$ cat config.mk
export PLATFORM = sky130hd
export DESIGN_NAME = sp_render_flat
export DESIGN_NICKNAME = d
export VERILOG_FILES = /design/src/rtl/sp_render_if.sv /design/src/rtl/sp_render.sv /design/src/flat_wrapper.sv
export SDC_FILE = /design/constraint.sdc
export NUM_CORES = 1
export LEC_CHECK = 0
export CAP_MARGIN = 40
export CORE_MARGIN = 2
export CORE_UTILIZATION = 30
export CTS_BUF_LIST = sky130_fd_sc_hd__clkbuf_4 sky130_fd_sc_hd__clkbuf_8
export DETAILED_ROUTE_END_ITERATION = 7
export PLACE_DENSITY_LB_ADDON = 0.2
export RECOVER_POWER = 50
export SLEW_MARGIN = 20
export SYNTH_ARGS = -nofsm -noshare
export SYNTH_HDL_FRONTEND = slang
export SYNTH_SLANG_ARGS = --single-unit
$ cat constraint.sdc
create_clock -name clk -period 2.95 [get_ports clk]
set_clock_uncertainty 0.2 [all_clocks]
set_input_delay 0.4425 -clock clk [delete_from_list [all_inputs] [get_ports clk]]
set_output_delay 0.4425 -clock clk [all_outputs]
set_load 0.01 [all_outputs]
$ cat src/rtl/sp_render_if.sv
// Sprite renderer types and bus interface.
//
// sp_render_pkg : horizontal-state encoding and secondary OAM slot layout.
// sp_render_if  : groups every sp_render signal except clk/rst_n.
//   slave  modport : the renderer (timing/OAM/mask in, pixel out).
//   master modport : the driving side (PPU timing, secondary OAM, pixel mux).
// Optional macro SP_ZERO_HIT_EN adds sp0_in_range (in) and sp0_opaque (out).

package sp_render_pkg;

  typedef enum logic [1:0] {
    SL_PRE_CYC   = 2'd0,  // visible cycles 1..256
    SP_FETCH_CYC = 2'd1,  // sprite fetch cycles 257..320
    TL_PRE_CYC   = 2'd2,  // tile prefetch cycles 321..336
    HBLANK_CYC   = 2'd3   // 0 and 337..340
  } hs_state_t;

  typedef struct packed {
    logic       active;
    logic [7:0] y_pos;
    logic [7:0] tile_idx;
    logic [7:0] attribute;
    logic [7:0] x_pos;
    logic [7:0] bitmap_hi;
    logic [7:0] bitmap_lo;
  } second_oam_t;

endpackage

interface sp_render_if;
  import sp_render_pkg::*;

  logic        clk_en;
  logic [8:0]  row;
  logic [8:0]  col;
  hs_state_t   hs_state;
  logic        sp_en;
  logic        sp_left_en;
  logic [2:0]  sec_oam_rd_idx;
  second_oam_t sec_oam_rd_data;
  logic [3:0]  sp_pixel;
  logic        sp_priority;
  logic        sp_valid;
`ifdef SP_ZERO_HIT_EN
  logic        sp0_in_range;
  logic        sp0_opaque;
`endif

  modport slave (
`ifdef SP_ZERO_HIT_EN
    input  sp0_in_range,
    output sp0_opaque,
`endif
    input  clk_en,
    input  row,
    input  col,
    input  hs_state,
    input  sp_en,
    input  sp_left_en,
    output sec_oam_rd_idx,
    input  sec_oam_rd_data,
    output sp_pixel,
    output sp_priority,
    output sp_valid
  );

  modport master (
`ifdef SP_ZERO_HIT_EN
    output sp0_in_range,
    input  sp0_opaque,
`endif
    output clk_en,
    output row,
    output col,
    output hs_state,
    output sp_en,
    output sp_left_en,
    input  sec_oam_rd_idx,
    output sec_oam_rd_data,
    input  sp_pixel,
    input  sp_priority,
    input  sp_valid
  );

endinterface

$ cat src/rtl/sp_render.sv
// Sprite pixel generator.
//
// Loads NUM_SPRITES slots from secondary OAM during cycles 321..328 of the
// prefetch window, then emits one prioritised sprite pixel per PPU clock
// during the next row's visible cycles.
//
// Ports:
//   clk   : master clock
//   rst_n : asynchronous active-low reset
//   bus   : sp_render_if.slave -- clk_en, row/col/hs_state timing, sp_en and
//           sp_left_en masks, secondary OAM read port, registered
//           sp_pixel/sp_priority/sp_valid outputs.
// Optional macro SP_ZERO_HIT_EN adds the sprite-0 opacity output sp0_opaque.

module sp_render
  import sp_render_pkg::*;
#(
  parameter int unsigned NUM_SPRITES = 8
) (
  input logic         clk,
  input logic         rst_n,
  sp_render_if.slave  bus
);

  logic [7:0] xcnt_q [NUM_SPRITES];
  logic [7:0] xcnt_d [NUM_SPRITES];
  logic [7:0] hi_q   [NUM_SPRITES];
  logic [7:0] hi_d   [NUM_SPRITES];
  logic [7:0] lo_q   [NUM_SPRITES];
  logic [7:0] lo_d   [NUM_SPRITES];
  logic [1:0] pal_q  [NUM_SPRITES];
  logic [1:0] pal_d  [NUM_SPRITES];
  logic       pri_q  [NUM_SPRITES];
  logic       pri_d  [NUM_SPRITES];
  logic       act_q  [NUM_SPRITES];
  logic       act_d  [NUM_SPRITES];

  logic [3:0] pix_q, pix_d;
  logic       spri_q, spri_d;
  logic       valid_q, valid_d;

  logic       load_phase, clear_row, render_phase;
  logic [2:0] rd_idx;
  logic [7:0] x;
  logic       left_mask;
  logic [1:0] pat [NUM_SPRITES];
  logic       win_found;
  logic [3:0] win_pix;
  logic       win_pri;
  second_oam_t ent;

  function automatic logic [7:0] rev8(input logic [7:0] b);
    logic [7:0] r;
    for (int i = 0; i < 8; i++) r[i] = b[7-i];
    return r;
  endfunction

  always_comb begin
    ent          = bus.sec_oam_rd_data;
    load_phase   = (bus.hs_state == TL_PRE_CYC) && (bus.col >= 9'd321) && (bus.col <= 9'd328);
    clear_row    = (bus.col == 9'd320);
    render_phase = (bus.hs_state == SL_PRE_CYC) && (bus.col >= 9'd1) && (bus.col <= 9'd256) &&
                   (bus.row <= 9'd239);
    rd_idx       = load_phase ? 3'(bus.col - 9'd321) : 3'd0;
    x            = 8'(bus.col - 9'd1);
    left_mask    = !bus.sp_left_en && (x < 8'd8);
  end

  assign bus.sec_oam_rd_idx = rd_idx;

  // Slot pattern is only live once its x counter has expired.
  always_comb begin
    for (int unsigned i = 0; i < NUM_SPRITES; i++) begin
      pat[i] = (act_q[i] && xcnt_q[i] == 8'd0) ? {hi_q[i][7], lo_q[i][7]} : 2'b00;
    end
  end

  // Lowest slot index with an opaque pattern wins.
  always_comb begin
    win_found = 1'b0;
    win_pix   = 4'd0;
    win_pri   = 1'b0;
    for (int unsigned i = 0; i < NUM_SPRITES; i++) begin
      if (!win_found && pat[i] != 2'b00) begin
        win_found = 1'b1;
        win_pix   = {pal_q[i], pat[i]};
        win_pri   = pri_q[i];
      end
    end
  end

  always_comb begin
    xcnt_d = xcnt_q;
    hi_d   = hi_q;
    lo_d   = lo_q;
    pal_d  = pal_q;
    pri_d  = pri_q;
    act_d  = act_q;
    if (bus.clk_en) begin
      for (int unsigned i = 0; i < NUM_SPRITES; i++) begin
        if (clear_row) begin
          xcnt_d[i] = 8'd0;
          hi_d[i]   = 8'd0;
          lo_d[i]   = 8'd0;
          pal_d[i]  = 2'd0;
          pri_d[i]  = 1'b0;
          act_d[i]  = 1'b0;
        end else if (load_phase) begin
          if (rd_idx == 3'(i)) begin
            xcnt_d[i] = ent.x_pos;
            pal_d[i]  = ent.attribute[1:0];
            pri_d[i]  = ent.attribute[5];
            act_d[i]  = ent.active;
            if (!ent.active) begin
              hi_d[i] = 8'd0;
              lo_d[i] = 8'd0;
            end else if (ent.attribute[6]) begin
              hi_d[i] = rev8(ent.bitmap_hi);
              lo_d[i] = rev8(ent.bitmap_lo);
            end else begin
              hi_d[i] = ent.bitmap_hi;
              lo_d[i] = ent.bitmap_lo;
            end
          end
        end else if (render_phase) begin
          if (xcnt_q[i] != 8'd0) begin
            xcnt_d[i] = xcnt_q[i] - 8'd1;
          end else begin
            hi_d[i] = {hi_q[i][6:0], 1'b0};
            lo_d[i] = {lo_q[i][6:0], 1'b0};
          end
        end
      end
    end
  end

  // Masking only gates the output; counters and shifters keep running.
  always_comb begin
    pix_d   = pix_q;
    spri_d  = spri_q;
    valid_d = valid_q;
    if (bus.clk_en) begin
      valid_d = render_phase;
      pix_d   = (render_phase && bus.sp_en && !left_mask) ? win_pix : 4'd0;
      spri_d  = render_phase ? win_pri : 1'b0;
    end
  end

  always_ff @(posedge clk or negedge rst_n) begin
    if (!rst_n) begin
      for (int unsigned i = 0; i < NUM_SPRITES; i++) begin
        xcnt_q[i] <= 8'd0;
        hi_q[i]   <= 8'd0;
        lo_q[i]   <= 8'd0;
        pal_q[i]  <= 2'd0;
        pri_q[i]  <= 1'b0;
        act_q[i]  <= 1'b0;
      end
      pix_q   <= 4'd0;
      spri_q  <= 1'b0;
      valid_q <= 1'b0;
    end else begin
      xcnt_q  <= xcnt_d;
      hi_q    <= hi_d;
      lo_q    <= lo_d;
      pal_q   <= pal_d;
      pri_q   <= pri_d;
      act_q   <= act_d;
      pix_q   <= pix_d;
      spri_q  <= spri_d;
      valid_q <= valid_d;
    end
  end

  assign bus.sp_pixel    = pix_q;
  assign bus.sp_priority = spri_q;
  assign bus.sp_valid    = valid_q;

`ifdef SP_ZERO_HIT_EN
  logic sp0_q, sp0_d;
  logic hit_q, hit_d;

  always_comb begin
    sp0_d = sp0_q;
    hit_d = hit_q;
    if (bus.clk_en) begin
      if (clear_row) begin
        sp0_d = 1'b0;
      end else if (load_phase && rd_idx == 3'd0) begin
        sp0_d = bus.sp0_in_range;
      end
      // x == 255 never reports a hit.
      hit_d = render_phase && bus.sp_en && !left_mask && (x != 8'd255) && sp0_q &&
              (pat[0] != 2'b00);
    end
  end

  always_ff @(posedge clk or negedge rst_n) begin
    if (!rst_n) begin
      sp0_q <= 1'b0;
      hit_q <= 1'b0;
    end else begin
      sp0_q <= sp0_d;
      hit_q <= hit_d;
    end
  end

  assign bus.sp0_opaque = hit_q;
`endif

  // Fields carried by the slot but consumed elsewhere in the PPU.
  logic unused_fields;
  assign unused_fields = ^{ent.y_pos, ent.tile_idx, ent.attribute[7], ent.attribute[4:2]};

endmodule

$ cat src/flat_wrapper.sv
// flat-port wrapper written by rule: the top's interface ports become plain ports
module sp_render_flat import sp_render_pkg::*;
#(
  parameter int unsigned NUM_SPRITES = 8
)
  (clk, rst_n, bus_clk_en, bus_row, bus_col, bus_hs_state, bus_sp_en, bus_sp_left_en, bus_sec_oam_rd_idx, bus_sec_oam_rd_data, bus_sp_pixel, bus_sp_priority, bus_sp_valid);
  sp_render_if bus_i ();
  input logic clk;
  input logic rst_n;
  input wire logic [$bits(bus_i.clk_en)-1:0] bus_clk_en;
  input wire logic [$bits(bus_i.row)-1:0] bus_row;
  input wire logic [$bits(bus_i.col)-1:0] bus_col;
  input wire logic [$bits(bus_i.hs_state)-1:0] bus_hs_state;
  input wire logic [$bits(bus_i.sp_en)-1:0] bus_sp_en;
  input wire logic [$bits(bus_i.sp_left_en)-1:0] bus_sp_left_en;
  output wire logic [$bits(bus_i.sec_oam_rd_idx)-1:0] bus_sec_oam_rd_idx;
  input wire logic [$bits(bus_i.sec_oam_rd_data)-1:0] bus_sec_oam_rd_data;
  output wire logic [$bits(bus_i.sp_pixel)-1:0] bus_sp_pixel;
  output wire logic [$bits(bus_i.sp_priority)-1:0] bus_sp_priority;
  output wire logic [$bits(bus_i.sp_valid)-1:0] bus_sp_valid;
  assign bus_i.clk_en = bus_clk_en;
  assign bus_i.row = bus_row;
  assign bus_i.col = bus_col;
  assign bus_i.hs_state = bus_hs_state;
  assign bus_i.sp_en = bus_sp_en;
  assign bus_i.sp_left_en = bus_sp_left_en;
  assign bus_sec_oam_rd_idx = bus_i.sec_oam_rd_idx;
  assign bus_i.sec_oam_rd_data = bus_sec_oam_rd_data;
  assign bus_sp_pixel = bus_i.sp_pixel;
  assign bus_sp_priority = bus_i.sp_priority;
  assign bus_sp_valid = bus_i.sp_valid;
  sp_render #(.NUM_SPRITES(NUM_SPRITES)) u_core (.clk(clk), .rst_n(rst_n), .bus(bus_i));
endmodule
==> results.cfg <==
[critical_path]
cp-start-kind = input port
worstSetupPathType = in -> out
cp.required_ns = 2.31
crit_fanout = 4
worstPathArrival_ns = 2.21
end_kind = output port

[synth]
ys_warn_count = 0
ys_ff_latch = 230
synthesis.area_mm2 = 0.01201
async_reset_ff_frac = 1.000
syn_nets = 1399
syn_area_per_cell_um2 = 9.173
synth_ff_type = dfrtp_1
synth_edf_count = 0
seq_area_frac_synth = 0.4793
netlist-cell-type-count = 82
syn_inst = 1309

[worst_hold_path]
min_path_type = reg -> reg

[cells_and_area]
final_layout_size_suffix_gt1_frac = 0.1700
syn_to_final_growth_pct = 24.51
fin_area_mm2 = 0.01495
nFillCells = 4102
fin_nets = 1550

[sta]
clock.fmax_mhz = 350.8
slew_headroom = -0.1477
tightest_slew_ns = 1.722
period_needed_ns = 2.850
hold_violations = 0
rsz0062_at_grt = yes
min_period_over_period = 0.9663
final.setup.tns_ns = 0
slew_viol_final = 65
finalSetupViolCount = 0

[detailed_routing]
wl_per_cell_um = 16.68
vias = 10060
drt-total-wl_um = 33590
ant_nets = 0
post-route-drc-count = 0
avgViaCountPerCell = 4.994
first_pass_iters = 5
drtIter0Drc = 601

[floorplan]
io-pin-count = 83
die_x_um = 204.1
start_util = 0.3029
rows = 73
die_area_mm2 = 0.04164
die_h_um = 204.1
core-area_mm2 = 0.03964

[clocking]
insertion_delay_ns = 0.57
clk_pin_slew_ns = 0.06
h-tree-depth = 2
cts-root-buf = clkbuf_8
cts.path.max_buffers = 3
cts_sinks = 230
postCtsSetupBuffers = 0
tritoncts = done
cts_buffers = 42

[placed_design]
numPortBuffers = 58
hpwl_um = 23960
gp_congestion = 0.8378
post_dp_cell_area_mm2 = 0.01408

[pwr]
intPower_w = 0.006307
seqPwrFrac = 0.441
power.total_w = 0.009229
p_sw_w = 0.002922
pwr-share-clk = 0.336
p_per_area_mw_per_mm2 = 617.3
switching_share = 0.3166
vdd_drop_max_v = 0.0003441
p_leak_nw = 6.309
comb_power_share = 0.223

[outcome]
outcome = complete, but fails checks
violations = max-capacitance violations, max-slew violations

[global_route]
grt_pass1_vias = 10010
grt_max_degree = 67
gr-total-overflow = 0
grt_pass1_wl_um = 54810
track_usage = 0.1640
antenna_found_initial = 0

[flow_run]
cap_viol_max_count = 1
-- power by group through the flow --
| stage | combinational [W] | sequential, W | clock [W] |
|---|---|---|---|
| after detailed placement | 0.00206 | 0.00410 | 0 |
| after global routing | 0.00234 | 0.00414 | 0.00335 |
| final | 0.00206 | 0.00407 | 0.00310 |
| after floorplan | 0.00138 | 0.00400 | 0 |
| after CTS | 0.00207 | 0.00406 | 0.00321 |
| after global placement | 0.00201 | 0.00409 | 0 |
-- area by class of cell --
cell class	instances	area (um^2)	share of cell area
inverter	40	150.1	0.01004
tap	525	656.9	0.04394
clock buffer	66	808.3	0.05406
timing repair buffer	184	1774	0.1187
multi-input combinational	962	5763	0.3855
clock inverter	6	40.04	0.002678
antenna	1	2.502	0.0001674
sequential	230	5756	0.3850
-- cells in the mapped netlist (all sizes together), types with 9 or more instances --
library cell | n | share of area
a31oi | 38 | 0.020
clkbuf | 36 | 0.011
nand2 | 174 | 0.054
a41oi | 10 | 0.0079
nor4 | 12 | 0.010
a21oi | 44 | 0.019
or3 | 15 | 0.0078
mux2i | 16 | 0.013
nor2 | 94 | 0.031
a21o | 21 | 0.013
o211ai | 12 | 0.013
and3 | 11 | 0.0057
dfrtp | 230 | 0.48
nor3 | 24 | 0.011
o21ai | 286 | 0.12
a211oi | 18 | 0.011
o22a | 45 | 0.034
ha | 16 | 0.017
nand3 | 20 | 0.0083
inv | 40 | 0.013
a22o | 12 | 0.0088
and2 | 9 | 0.0047
buf | 41 | 0.021
-- per-stage QoR --
| step | hold WS [ns] | setup slack, ns | util | instances |
|---|---|---|---|---|
| 5_1_grt | 0.2870 | -0.01315 | 0.3771 | 2013 |
| 6_report | 0.2711 | 0.09951 | 0.3772 | 2014 |
| 2_1_floorplan | -0.05309 | 0.1151 | - | 1309 |
| 4_1_cts | 0.2371 | 0.03313 | 0.3770 | 2013 |
| 3_5_place_dp | 0.2375 | -0.3202 | 0.3552 | 1940 |
| 3_3_place_gp | 0.2378 | -0.3245 | 0.3552 | 1940 |
-- per-layer routing --
metal	global-route usage	vias to the layer above	routed length [um]
li1	-	5063	-
met1	0.2314	4749	16260
met2	0.2601	197	15190
met3	0.02886	49	1566
met4	0.04193	0	573
met5	0	-	0
-- what timing repair did --
| item | in CTS | in global routing |
|---|---|---|
| gates resized for setup | 7 | 8 |
| cloned | 0 | 0 |
| hold buffers | 1 | 0 |
| endpoints found under the setup margin | 3 | 13 |
| hold endpoints to repair | 60 | 0 |
-- logic make-up after synthesis --
family | Yosys count | synth area share
XOR/XNOR | 2 | 0.001459
adder cells (fa/ha/maj) | 17 | 0.01761
flip-flops | 230 | 0.4793
AND/OR/NAND/NOR | 390 | 0.1558
multiplexers | 22 | 0.01990
AO/OA/AOI/OAI | 531 | 0.2811
buffers and inverters | 117 | 0.04481
-- placed cells by master (no fill, tap or decap), drive strengths merged, types with 4 or more instances in the layout --
cell type        n
o21ai          286
dfrtp          230
nand2          174
buf            122
nor2            94
clkbuf          71
clkdlybuf4s50   52
o22a            45
a21oi           44
inv             42
a31oi           38
nor3            24
a21o            21
nand3           20
a211oi          18
mux2i           16
ha              16
or3             15
a22o            12
nor4            12
o211ai          12
and3            11
a41oi           10
and2             9
o21a             6
nor3b            6
mux2             6
nand4            5
and4             4
a21boi           4
o2bb2ai          4
clkinv           4
or3b             4
-- registers in the layout (all words and copies together) (netlist names) --
signal,cells
u_core.bus.sp_valid,1
u_core.bus.sp_priority,1
u_core.bus.sp_pixel,4
u_core.act_q,8
u_core.pri_q,8
u_core.lo_q,64
u_core.hi_q,64
u_core.xcnt_q,64
u_core.pal_q,16
-- worst max-delay path, cell delays in order --
cell and delay (ns):
clkdlybuf4s50_1 0.55, ha_1 0.23, nor4_4 0.05, or2_4 0.26, a21o_2 0.24, nor2_2 0.17
clkdlybuf4s15_1 0.26
-- final timing paths --
kind	startpoint	end	slack, ns	cells past startpoint
max in group asynchronous	rst_n	u_core.hi_q[60]	0.43	3
min reg2reg	u_core.hi_q[42]	u_core.hi_q[42]	0.27	2
min	u_core.hi_q[42]	u_core.hi_q[42]	0.27	2
max reg2reg	u_core.xcnt_q[8]	u_core.bus.sp_pixel[1]	0.15	10
max	bus_col[0]	bus_sec_oam_rd_idx[2]	0.1	7
min in group asynchronous	rst_n	u_core.xcnt_q[17]	0.69	2
Note: power is estimated with default switching activity, not from simulation.
